<file path="src/rtl/screen_pkg.sv">
// Shared types and constants for the Pong screen scheduler: display modes,
// the pending-request record and the default menu button boxes.
package screen_pkg;

  typedef enum logic [1:0] {
    MENU    = 2'd0,
    GAME    = 2'd1,
    CREDITS = 2'd2
  } mode_t;

  typedef struct packed {
    logic  valid;
    mode_t target;
  } pending_t;

  localparam int RGB_W = 12;

  localparam int DEF_BTN_X_MIN   = 362;
  localparam int DEF_BTN_X_MAX   = 674;
  localparam int DEF_START_Y_MIN = 46;
  localparam int DEF_START_Y_MAX = 146;
  localparam int DEF_CRED_Y_MIN  = 622;
  localparam int DEF_CRED_Y_MAX  = 722;

  // Renderer enables as {menu, game, credits}; anything unexpected shows the menu
  function automatic logic [2:0] mode_enables(input mode_t m);
    case (m)
      GAME:    return 3'b010;
      CREDITS: return 3'b001;
      default: return 3'b100;
    endcase
  endfunction

endpackage

</file>
<file path="src/rtl/click_decode.sv">
// Mouse click front end: button edge detection, post-commit lockout and the
// hit-test of left clicks against the START and CREDITS boxes.
module click_decode
  import screen_pkg::*;
#(
  parameter int BTN_X_MIN   = DEF_BTN_X_MIN,
  parameter int BTN_X_MAX   = DEF_BTN_X_MAX,
  parameter int START_Y_MIN = DEF_START_Y_MIN,
  parameter int START_Y_MAX = DEF_START_Y_MAX,
  parameter int CRED_Y_MIN  = DEF_CRED_Y_MIN,
  parameter int CRED_Y_MAX  = DEF_CRED_Y_MAX
) (
  input  logic        clk,
  input  logic        rst,
  input  logic [11:0] xpos,
  input  logic [11:0] ypos,
  input  logic        mouse_left,
  input  logic        mouse_right,
  input  logic        commit,
  input  logic        credits_mode,
  output logic        start_hit,
  output logic        cred_hit,
  output logic        back_hit
);

  localparam logic [11:0] X_MIN  = 12'(BTN_X_MIN);
  localparam logic [11:0] X_MAX  = 12'(BTN_X_MAX);
  localparam logic [11:0] SY_MIN = 12'(START_Y_MIN);
  localparam logic [11:0] SY_MAX = 12'(START_Y_MAX);
  localparam logic [11:0] CY_MIN = 12'(CRED_Y_MIN);
  localparam logic [11:0] CY_MAX = 12'(CRED_Y_MAX);

  logic left_prev;
  logic right_prev;
  logic lockout;
  logic lclick;
  logic rclick;
  logic in_x;

  // A held button must not re-trigger after a mode switch, so lockout only
  // drops once both buttons have been seen released together.
  always_ff @(posedge clk or negedge rst) begin
    if (!rst) begin
      left_prev  <= 1'b0;
      right_prev <= 1'b0;
      lockout    <= 1'b0;
    end else begin
      left_prev  <= mouse_left;
      right_prev <= mouse_right;
      if (commit)
        lockout <= 1'b1;
      else if (!mouse_left && !mouse_right)
        lockout <= 1'b0;
    end
  end

  assign lclick = mouse_left  & ~left_prev  & ~lockout;
  assign rclick = mouse_right & ~right_prev & ~lockout;
  assign in_x   = (xpos >= X_MIN) && (xpos <= X_MAX);

  assign start_hit = lclick && in_x && (ypos >= SY_MIN) && (ypos <= SY_MAX);
  assign cred_hit  = lclick && in_x && (ypos >= CY_MIN) && (ypos <= CY_MAX);
  assign back_hit  = rclick || (credits_mode && lclick);

endmodule

</file>
<file path="src/rtl/screen_sched.sv">
// Pong screen scheduler: owns the MENU/GAME/CREDITS mode, commits mode changes
// at the start of vertical blank and drives the registered VGA output.
module screen_sched
  import screen_pkg::*;
#(
  parameter int BTN_X_MIN      = DEF_BTN_X_MIN,
  parameter int BTN_X_MAX      = DEF_BTN_X_MAX,
  parameter int START_Y_MIN    = DEF_START_Y_MIN,
  parameter int START_Y_MAX    = DEF_START_Y_MAX,
  parameter int CRED_Y_MIN     = DEF_CRED_Y_MIN,
  parameter int CRED_Y_MAX     = DEF_CRED_Y_MAX,
  parameter int CREDITS_FRAMES = 600
) (
  input  logic             clk,
  input  logic             rst,
  input  logic [10:0]      vcount_in,
  input  logic [10:0]      hcount_in,
  input  logic             vsync_in,
  input  logic             hsync_in,
  input  logic             vblnk_in,
  input  logic             hblnk_in,
  input  logic [11:0]      xpos,
  input  logic [11:0]      ypos,
  input  logic             mouse_left,
  input  logic             mouse_right,
  input  logic             game_over,
  input  logic [RGB_W-1:0] rgb_menu,
  input  logic [RGB_W-1:0] rgb_game,
  input  logic [RGB_W-1:0] rgb_credits,
  output logic [10:0]      vcount_out,
  output logic [10:0]      hcount_out,
  output logic             vsync_out,
  output logic             hsync_out,
  output logic             vblnk_out,
  output logic             hblnk_out,
  output logic [RGB_W-1:0] rgb_out,
  output logic             menu_en,
  output logic             game_en,
  output logic             credits_en,
  output logic             game_restart
);

  localparam logic [9:0] FRAMES_LIMIT = 10'(CREDITS_FRAMES);

  mode_t            mode;
  pending_t         pending;
  pending_t         request;
  logic [9:0]       frame_cnt;
  logic             vblnk_prev;
  logic             vblnk_rise;
  logic             commit;
  logic             start_hit;
  logic             cred_hit;
  logic             back_hit;
  logic [RGB_W-1:0] rgb_sel;

  assign vblnk_rise = vblnk_in & ~vblnk_prev;
  assign commit     = vblnk_rise & pending.valid;

  click_decode #(
    .BTN_X_MIN  (BTN_X_MIN),
    .BTN_X_MAX  (BTN_X_MAX),
    .START_Y_MIN(START_Y_MIN),
    .START_Y_MAX(START_Y_MAX),
    .CRED_Y_MIN (CRED_Y_MIN),
    .CRED_Y_MAX (CRED_Y_MAX)
  ) u_click (
    .clk         (clk),
    .rst         (rst),
    .xpos        (xpos),
    .ypos        (ypos),
    .mouse_left  (mouse_left),
    .mouse_right (mouse_right),
    .commit      (commit),
    .credits_mode(mode == CREDITS),
    .start_hit   (start_hit),
    .cred_hit    (cred_hit),
    .back_hit    (back_hit)
  );

  // Game over and a right click both lead back to the menu, so their
  // coincidence needs no extra arbitration; an illegal mode keeps asking for MENU.
  always_comb begin
    request = '{valid: 1'b0, target: MENU};
    case (mode)
      MENU: begin
        if (start_hit)
          request = '{valid: 1'b1, target: GAME};
        else if (cred_hit)
          request = '{valid: 1'b1, target: CREDITS};
      end
      GAME: begin
        if (game_over || back_hit)
          request = '{valid: 1'b1, target: MENU};
      end
      CREDITS: begin
        if (back_hit || (frame_cnt == FRAMES_LIMIT))
          request = '{valid: 1'b1, target: MENU};
      end
      default: request = '{valid: 1'b1, target: MENU};
    endcase
  end

  always_comb begin
    case (mode)
      GAME:    rgb_sel = rgb_game;
      CREDITS: rgb_sel = rgb_credits;
      default: rgb_sel = rgb_menu;
    endcase
  end

  always_ff @(posedge clk or negedge rst) begin
    if (!rst) begin
      mode         <= MENU;
      pending      <= '{valid: 1'b0, target: MENU};
      frame_cnt    <= '0;
      vblnk_prev   <= 1'b0;
      menu_en      <= 1'b1;
      game_en      <= 1'b0;
      credits_en   <= 1'b0;
      game_restart <= 1'b0;
      vcount_out   <= '0;
      hcount_out   <= '0;
      vsync_out    <= 1'b0;
      hsync_out    <= 1'b0;
      vblnk_out    <= 1'b0;
      hblnk_out    <= 1'b0;
      rgb_out      <= '0;
    end else begin
      vblnk_prev   <= vblnk_in;
      game_restart <= 1'b0;
      if (commit) begin
        mode                             <= pending.target;
        {menu_en, game_en, credits_en}   <= mode_enables(pending.target);
        game_restart                     <= (pending.target == GAME);
        pending                          <= '{valid: 1'b0, target: MENU};
        frame_cnt                        <= '0;
      end else begin
        if (request.valid)
          pending <= request;
        if (vblnk_rise && (mode == CREDITS) && (frame_cnt != FRAMES_LIMIT))
          frame_cnt <= frame_cnt + 10'd1;
      end
      vcount_out <= vcount_in;
      hcount_out <= hcount_in;
      vsync_out  <= vsync_in;
      hsync_out  <= hsync_in;
      vblnk_out  <= vblnk_in;
      hblnk_out  <= hblnk_in;
      rgb_out    <= (hblnk_in || vblnk_in) ? '0 : rgb_sel;
    end
  end

endmodule

</file>
<file path="config.mk">
export PLATFORM = sky130hd
export DESIGN_NAME = screen_sched
export DESIGN_NICKNAME = d
export VERILOG_FILES = /design/src/rtl/screen_pkg.sv /design/src/rtl/click_decode.sv /design/src/rtl/screen_sched.sv
export SDC_FILE = /design/constraint.sdc
export NUM_CORES = 1
export LEC_CHECK = 0
export CAP_MARGIN = 10
export CORE_MARGIN = 1.5
export CORE_UTILIZATION = 62
export CTS_CLUSTER_DIAMETER = 50
export DETAILED_ROUTE_END_ITERATION = 7
export DONT_BUFFER_PORTS = 1
export GPL_TIMING_DRIVEN = 1
export PLACE_DENSITY = 0.83
export SYNTH_ARGS = -nofsm -noshare
export SYNTH_HDL_FRONTEND = slang
export SYNTH_SLANG_ARGS = --single-unit
</file>
<file path="constraint.sdc">
create_clock -name clk -period 2.05 [get_ports clk]
set_input_delay 0.41 -clock clk [delete_from_list [all_inputs] [get_ports clk]]
set_output_delay 0.41 -clock clk [all_outputs]
set_load 0.01 [all_outputs]
</file>
======== Word-level counts from Yosys, hierarchy flattened ========
Index checks and enable logic that the tools add are counted.
word-level totals
  register bits after elaboration ......... 60
  input port bits ......................... 91
  output and inout bits ................... 42
  word-level logic and storage cells ...... 76
operators by class
  $add $sub $neg .......................... 1
  magnitude comparators ................... 6
  eq/ne operators ......................... 6
  muxes and demuxes ....................... 15
  bitwise operators ....................... 10
  reductions and logical operators ........ 20
operators by type and width
  kind                                                                 count
  <= comparator 12 x 10 -> 1 bit, second input constant                2
  one-hot mux 12 bit (2 select lines)                                  1
  two-way mux 10 bit                                                   2
  two-way mux 3 bit                                                    6
  greater-or-equal comparator 12 x 10 -> 1 bit, second input constant  1
  greater-or-equal comparator 12 x 6 -> 1 bit, second input constant   1
  greater-or-equal comparator 12 x 9 -> 1 bit, second input constant   1
  <= comparator 12 x 8 -> 1 bit, second input constant                 1
  two-way mux 12 bit                                                   1
  adder 10 x 1 -> 10 bit, second input constant                        1
  equality test 10 bit, second input constant                          1
  logical AND 1 bit                                                    10
  != test 10 bit, second input constant                                1
  one-hot mux 3 bit (3 select lines)                                   1
  bitwise AND 1 bit                                                    6
  one-hot mux 3 bit (2 select lines)                                   1
  nonzero test 2 bit                                                   3
  equality test 2 x 1 -> 1 bit, second input constant                  2
  equality test 2 bit, second input constant                           2
  logical OR 1 bit                                                     4
  NOT 1 bit                                                            4
  two-way mux 1 bit                                                    3
  zero test 1 bit                                                      2
  zero test 2 bit                                                      1

======== Logic depth before layout (Yosys ltp) ========
Gate-level depths: netlist of run 1.
  word-level depth ........................ 11
  depth in mapped cells ................... 7
  depth with buffers taken out ............ 7

======== By module ========
Synthesis of run 1 repeated with hierarchy kept, for this count alone.
second synthesis, totals
  cell total of the unflattened synthesis .. 223
  area total of the unflattened synthesis .. 2536.2 sq um
modules (own cells, without submodules)
  module        times used  cells each  area each (sq um)  seq. area each (sq um)
  screen_sched  1           184         2218.4             1427.6
  click_decode  1           39          317.8              75.1

======== Worst setup path before layout of run 1 ========
No wires, ideal clock.
  kind .................................... input to register
  from .................................... in ypos[0]
  to ...................................... reg pending[1] (netlist bit)
  setup time .............................. 0.121 ns
  data arrival time ....................... 1.439 ns
  required time ........................... 1.929 ns
  slack ................................... 0.490 ns
  cell stages on the path ................. 5
  path buffers ............................ 0
  cells stage by stage .................... a211o_1 a2111oi_2 o21a_1 nand3_1 o2bb2ai_1
on the way
  longest elaborated chain between the ends .. 8
  elaborated cells on any way between the ends .. 14
  those cells by class .................... 4 x order compare; 5 x mux; 5 x reduce/logical
ends and longest elaborated chain
  element                                       line                 text
  from (decl)                                   screen_sched.sv:23   input logic [11:0] ypos,
  greater-or-equal comparator 12 x 10 -> 1 bit  click_decode.sv:62   assign cred_hit = lclick && in_x && (ypos >= CY_MIN) && (ypos <= CY_MAX);
  logical AND 1 bit (2 in series)               click_decode.sv:62
  two-way mux 3 bit                             screen_sched.sv:89   else if (cred_hit)
  two-way mux 3 bit *                           screen_sched.sv:87   if (start_hit)
  one-hot mux 3 bit (3 select lines) *          screen_sched.sv:85   case (mode)
  two-way mux 3 bit                             screen_sched.sv:139  if (request.valid)
  two-way mux 3 bit                             screen_sched.sv:132  if (commit) begin
  to (signal assigned)                          screen_sched.sv:115  pending <= '{valid: 1'b0, target: MENU};
  to (signal assigned)                          screen_sched.sv:136  pending <= '{valid: 1'b0, target: MENU};
  to (signal assigned)                          screen_sched.sv:140  pending <= request;
  to (decl)                                     screen_sched.sv:46   pending_t pending;
Mark *: on every way between the ends. The rest lies on a longest branch, timed or not. The select of a mux whose other input is x is not followed.
A chain may end at the register's enable or synchronous reset.

======== Final worst setup path of run 1 ========
  from .................................... reg frame_cnt[0]
  to ...................................... reg pending[2] (netlist bit)
on the way
  longest elaborated chain between the ends .. 5
ends and longest elaborated chain
  element                             line                 text
  from (decl)                         screen_sched.sv:48   logic [9:0] frame_cnt;
  from (signal assigned)              screen_sched.sv:142  frame_cnt <= frame_cnt + 10'd1;
  equality test 10 bit                screen_sched.sv:97   if (back_hit || (frame_cnt == FRAMES_LIMIT))
  logical OR 1 bit                    screen_sched.sv:97
  two-way mux 3 bit                   screen_sched.sv:97
  one-hot mux 3 bit (3 select lines)  screen_sched.sv:85
  nonzero test 2 bit (no line)        --
No other way between the ends.

==> reports/metrics.cfg, run 1 <==
[logic_synthesis]
syn_area_per_cell_sq_um = 11.27
synth-adder-area-share = 0.04691
synthCells = 232
synth_seq_cells = 60
synth_cell_types = 45
synth_edf_count = 0
ys.flop_type = dfrtp_1
ys_warn_count = 0
synth_top_family_by_area = compound AO/OA/AOI/OAI gates
syn_area_sq_um = 2614
ys_seq_area_frac = 0.5749
synth-xor-area-share = 0.03016
synth-compound-area-share = 0.1623
async_reset_ff_frac = 1.000
muxShareOfSynthArea = 0
yosys.area_share.simple = 0.1613
synth_nets = 332

[setup_path]
crit_fanout = 4
path_cells = inv_1 -> ha_1 -> nand4_1 -> nor3_1 -> o32a_1 -> o21ai_0 -> o31ai_2
required_ps = 2260
arrival_ps = 1870
critPathKind = reg -> reg
worstReg2RegEnd = pending[2]
r2r-start = frame_cnt[0]
regToRegSetupSlack_ps = 390
crit_slowest_cell = dfrtp_1
critPathLaunchType = flop
end_kind = flop
reg2regPathDepth = 7
max_stage_delay_ps = 400

[global_route]
grt_start_max_net_pins = 61
grt_pass1_wl_um = 8411
track_usage = 0.2586
antenna_found_initial = 0
overflow = 0
grt_pass1_vias = 1760

[floorplan]
dieArea_sq_um = 4614
start_util = 0.6488
die_h_um = 67.93
coreArea_sq_um = 4029
rows = 23
ioPinCount = 133
die_w_um = 67.93

[timing]
period_share = 0.8101
hold_viol = 0
min_period_ps = 1661
rsz0062_at_grt = no
tns_ps = 0
clock_skew_ps = 3.794
tightest_slew_ps = 439.6
relSlewSlack = 0.7070
worst_slack_ps = 389.2
setup_viol = 0
slew_violations = 0
fmax_ghz = 0.6021

[placed_design]
hpwl_um = 4312
detailedPlace.worstSlack_ps = 405.5
place_inst = 277
place.gp.congestion = 0.8453
io_buffers = 0

[route]
routedWlPerCell_um = 19.71
first_iter_violations = 95
viasPerCell = 6.186
drc_errors = 0
drtAntennaViolNets = 0
routed_wl_um = 5813
firstDrtPassIters = 4
dr_total_vias = 1825

[cells_and_area]
layout_common_cells = dfrtp_1 (59), nor2_1 (27), nand2_1 (23), a22oi_1 (12), a211oi_1 (12)
layout-drive-gt1-share = 0.1224
area_growth_pct = 10.87
final_common_cell = dfrtp_1
final_core_util = 0.7193
finalNonFillerCells = 295
diodes = 0
final_nets = 340

[clocking]
cts_resized = 0
tritoncts = yes
numCtsBuffers = 9
cts_sinks = 60
cts-root-buf = clkbuf_8
clkLatencyLatePin_ps = 340
clk_pin_slew_ps = 70
clock_path_buffers = 2
htreeDepth = 3

[power]
peakVddDrop_v = 0.0004726
powerDensity_nw_per_um2 = 915.6
power_w = 0.002653
power.leakage_nw = 1.281

[min_path]
holdPathEnd = hcount_out[0]
min_from = hcount_in[0]
hold_depth = 0
hold_class = in -> reg

[run]
drv_cap = 0

[status]
outcome = finished clean

## logic make-up after synthesis
group / count (synthesis)
simple gates: 83
flops: 60
compound gates: 53
buf+inv: 17
fa+ha+maj: 10
xor+xnor: 9
## Yosys cell counts, drive strengths merged, types with 3 or more instances
cell type | count | area, sq um
a2111oi | 3 | 51.30
a211oi | 13 | 102.6
a21oi | 6 | 30.03
a22oi | 12 | 90.09
and3 | 4 | 25.02
clkbuf | 8 | 30.03
dfrtp | 59 | 1476
ha | 9 | 112.6
inv | 9 | 33.78
nand2 | 23 | 86.33
nand2b | 4 | 25.02
nand3 | 4 | 20.02
nand4 | 6 | 37.54
nor2 | 27 | 101.4
nor3 | 4 | 31.28
o21ai | 6 | 30.03
xor2 | 7 | 61.31
## power by group
group          switching (W)  internal [W]  total (W)
sequential         0.0000881       0.00128    0.00137
clock               0.000462      0.000560    0.00102
combinational       0.000156      0.000106   0.000262
total               0.000706       0.00195    0.00265
## state kept, by name (all words and copies together) (netlist names), 2 cells and up
signal and count:
vcount_out 11, rgb_out 12, pending 3, hcount_out 11
mode 2, frame_cnt 10
## worst max path at each step
stage	cells after the start	to	start	slack, ps
finish	7	pending[2]	frame_cnt[0]	390
global route	6	pending[2]	mode[0]	250
CTS	6	pending[2]	mode[0]	380
detailed placement	7	pending[2]	frame_cnt[0]	410
global placement	5	pending[1]	ypos[0]	440
floorplan	5	pending[1]	ypos[0]	490
## metrics by stage
step | instance area, sq um | hold slack (ps)
floorplan | 2614 | 114.4
global placement | 2669 | 116.2
CTS | 2898 | 79.46
detailed placement | 2669 | 115.5
finish | 2898 | 94.50
global route | 2898 | 76.04
## layer usage
| metal | track usage | up-vias | part of all wire |
|---|---|---|---|
| met5 | 0 | - | 0 |
| met4 | 0.1200 | 0 | 0.018 |
| met3 | 0.08882 | 12 | 0.081 |
| met2 | 0.4333 | 87 | 0.53 |
| met1 | 0.2973 | 887 | 0.37 |
| li1 | - | 839 | - |
## critical path, delay by kind of cell, from the launching register on
family / cells / cell delay [ps]
buffers and inverters: 1 / 60
adders and majority gates: 1 / 190
and+or+nand+nor: 2 / 170
AOI/OAI and AO/OA: 3 / 710
DFF: 1 / 400
## area by class of cell
cell class	count	area, sq um
Sequential cell	60	1503
Fill cell	286	1131
Multi-Input combinational cell	155	1047
Clock buffer	10	127.6
Clock inverter	6	63.81
Tap cell	50	62.56
Timing Repair Buffer	5	60.06
Inverter	9	33.78
## repair_timing
item | 4_1_cts | 5_1_grt
hold buffers | 2 | 0
hold endpoints to repair | 60 | 0
buffers inserted | 0 | 0
(Power assumes the default switching activity.)
==> run 2: changes to the inputs <==
--- a/config.mk
+++ b/config.mk
@@ -7,12 +7,12 @@
 export LEC_CHECK = 0
 export CAP_MARGIN = 10
 export CORE_MARGIN = 1.5
-export CORE_UTILIZATION = 62
+export CORE_UTILIZATION = 56
 export CTS_CLUSTER_DIAMETER = 50
 export DETAILED_ROUTE_END_ITERATION = 7
 export DONT_BUFFER_PORTS = 1
 export GPL_TIMING_DRIVEN = 1
-export PLACE_DENSITY = 0.83
+export PLACE_DENSITY = 0.79
 export SYNTH_ARGS = -nofsm -noshare
 export SYNTH_HDL_FRONTEND = slang
 export SYNTH_SLANG_ARGS = --single-unit
==> constraint.sdc (replaced) <==
create_clock -name clk -period 1.5 [get_ports clk]
set_input_delay 0.3 -clock clk [delete_from_list [all_inputs] [get_ports clk]]
set_output_delay 0.3 -clock clk [all_outputs]
set_load 0.01 [all_outputs]
==> run 2 against run 1 <==
  * The run now ends with hold timing, setup timing left
  * Sequential power up 36%
  * Global-route usage up 0.58 points
  * Critical path depth unchanged
  * Routed wire length up 14%
  * Critical path type unchanged
  * Clock power up 38%
  * Core utilization up 4.5 points
  * Via count up 12%
  * Design area up 16%
  * Sequential cell count unchanged
==> reports/metrics.cfg, run 2 (synthesis results as in run 1) <==
[status]
outcome = complete, but fails checks
violations = hold timing, setup timing

[clocking]
htreeDepth = 3
cts_sinks = 60
tritoncts = yes
numCtsBuffers = 9
postCtsHoldBufs = 28
clk_pin_slew_ps = 70
cts-root-buf = clkbuf_8
clkLatencyLatePin_ps = 340
clock_path_buffers = 2

[cells_and_area]
final_common_cell = dfrtp_1
diodes = 0
largestRegisters = rgb_out x12, hcount_out x11, vcount_out x11
fillerInstances = 269
final_nets = 383
layout_common_cells = dfrtp_1 (59), dlygate4sd3_1 (28), nor2_1 (27), nand2_1 (20), buf_4 (17)
largest_reg_flops = 12
area_growth_pct = 29.15
top_register = rgb_out
layout-drive-gt1-share = 0.2292

[setup_path]
required_ps = 1760
arrival_ps = 1850
r2r-start = mode[0]
crit_start = mode[0]
end_kind = flop
reg2regPathDepth = 7
regToRegSetupSlack_ps = -100
worstReg2RegEnd = frame_cnt[2]
critPathLaunchType = flop
crit_fanout = 5
critPathKind = reg -> reg

[timing]
hold_ws_ps = -352.9
relSlewSlack = 0.7613
clock_skew_ps = 9.790
fmax_ghz = 0.6266
worst_slack_ps = -95.86
min_period_ps = 1596
period_share = 1.064
rsz0062_at_grt = yes
hold_viol = 60
tightest_slew_ps = 358.1
tns_ps = -470.1
slew_violations = 0
setup_viol = 10

[global_route]
overflow = 0
track_usage = 0.2644
grt_start_max_net_pins = 61
grt_pass1_vias = 2043
grt_pass1_wl_um = 10140
antenna_found_initial = 0

[route]
drc_errors = 0
drtAntennaViolNets = 0
viasPerCell = 5.988
dr_total_vias = 2036
first_iter_violations = 97
firstDrtPassIters = 4
routed_wl_um = 6609
routedWlPerCell_um = 19.44

[placed_design]
hpwl_um = 4058
place.gp.congestion = 0.7718
io_buffers = 0
detailedPlace.worstSlack_ps = -95.73

[floorplan]
rows = 24
start_util = 0.5921
dieArea_sq_um = 5087
die_w_um = 71.32
die_h_um = 71.32
ioPinCount = 133
coreArea_sq_um = 4414

[power]
peakVddDrop_v = 0.0008055
powerDensity_nw_per_um2 = 1122
power.leakage_nw = 1.477
power_w = 0.003788

[run]
drv_cap = 0

[min_path]
hold_class = in -> async

run 2: cell types whose count changed in the layout (fill, tap and decap cells not counted), moves of 3 or more:
cell,delta
a211oi_1,-4
a211oi_2,+4
buf_4,+14
dlygate4sd3_1,+27
nand2_1,-3
nand2_2,+3
run 2: what timing repair did:
action,in CTS,in global routing
gates resized for setup,7,14
pin swaps,7,7
setup endpoints to repair,10,21
hold endpoints to repair,88,60
buffers inserted,2,4
run 2: per-layer routing:
metal  GRT usage  vias up  part of all wire
met5           0        -                 0
met4     0.06918        0             0.024
met3     0.09283       15             0.060
met2      0.4568       97              0.55
met1      0.3157      998              0.37
li1            -      926                 -
run 2: cell type report:
type	count	area, sq um	share of cell area
tap	52	65.06	0.01927
sequential	60	1503	0.4451
multi-input combinational	155	1132	0.3354
timing repair buffer	48	450.4	0.1334
clock inverter	6	63.81	0.01890
clock buffer	10	127.6	0.03781
inverter	9	33.78	0.01001
run 2: worst max path at each step:
stage	end	cells after the start	slack (ps)
finish	frame_cnt[2]	7	-100
global route	pending[0]	5	-200
CTS	pending[0]	5	-60
detailed placement	pending[2]	6	-100
global placement	pending[2]	6	-30
floorplan	pending[1]	7	-7
run 2: metrics by stage:
stage / instances / cell area [sq um] / utilization / hold slack, ps
CTS: 336 / 3282 / 0.7435 / -356.6
floorplan: 232 / 2621 / - / 4.409
finish: 340 / 3376 / 0.7647 / -352.9
global route: 340 / 3376 / 0.7647 / -370.2
global placement: 290 / 2773 / 0.6281 / 6.638
detailed placement: 290 / 2773 / 0.6281 / 6.126
run 2: critical path: stages, from the launching register on:
cell	delay, ps
dfrtp_1	410
inv_2	100
ha_4	160
and3b_2	240
o31a_1	230
nand2_1	100
xor2_1	140
nor2_1	130
run 2: where the power goes:
| part | switching, W | internal (W) |
|---|---|---|
| Combinational | 0.000249 | 0.000262 |
| Sequential | 0.000113 | 0.00175 |
| Clock | 0.000647 | 0.000766 |
| Total | 0.00101 | 0.00278 |
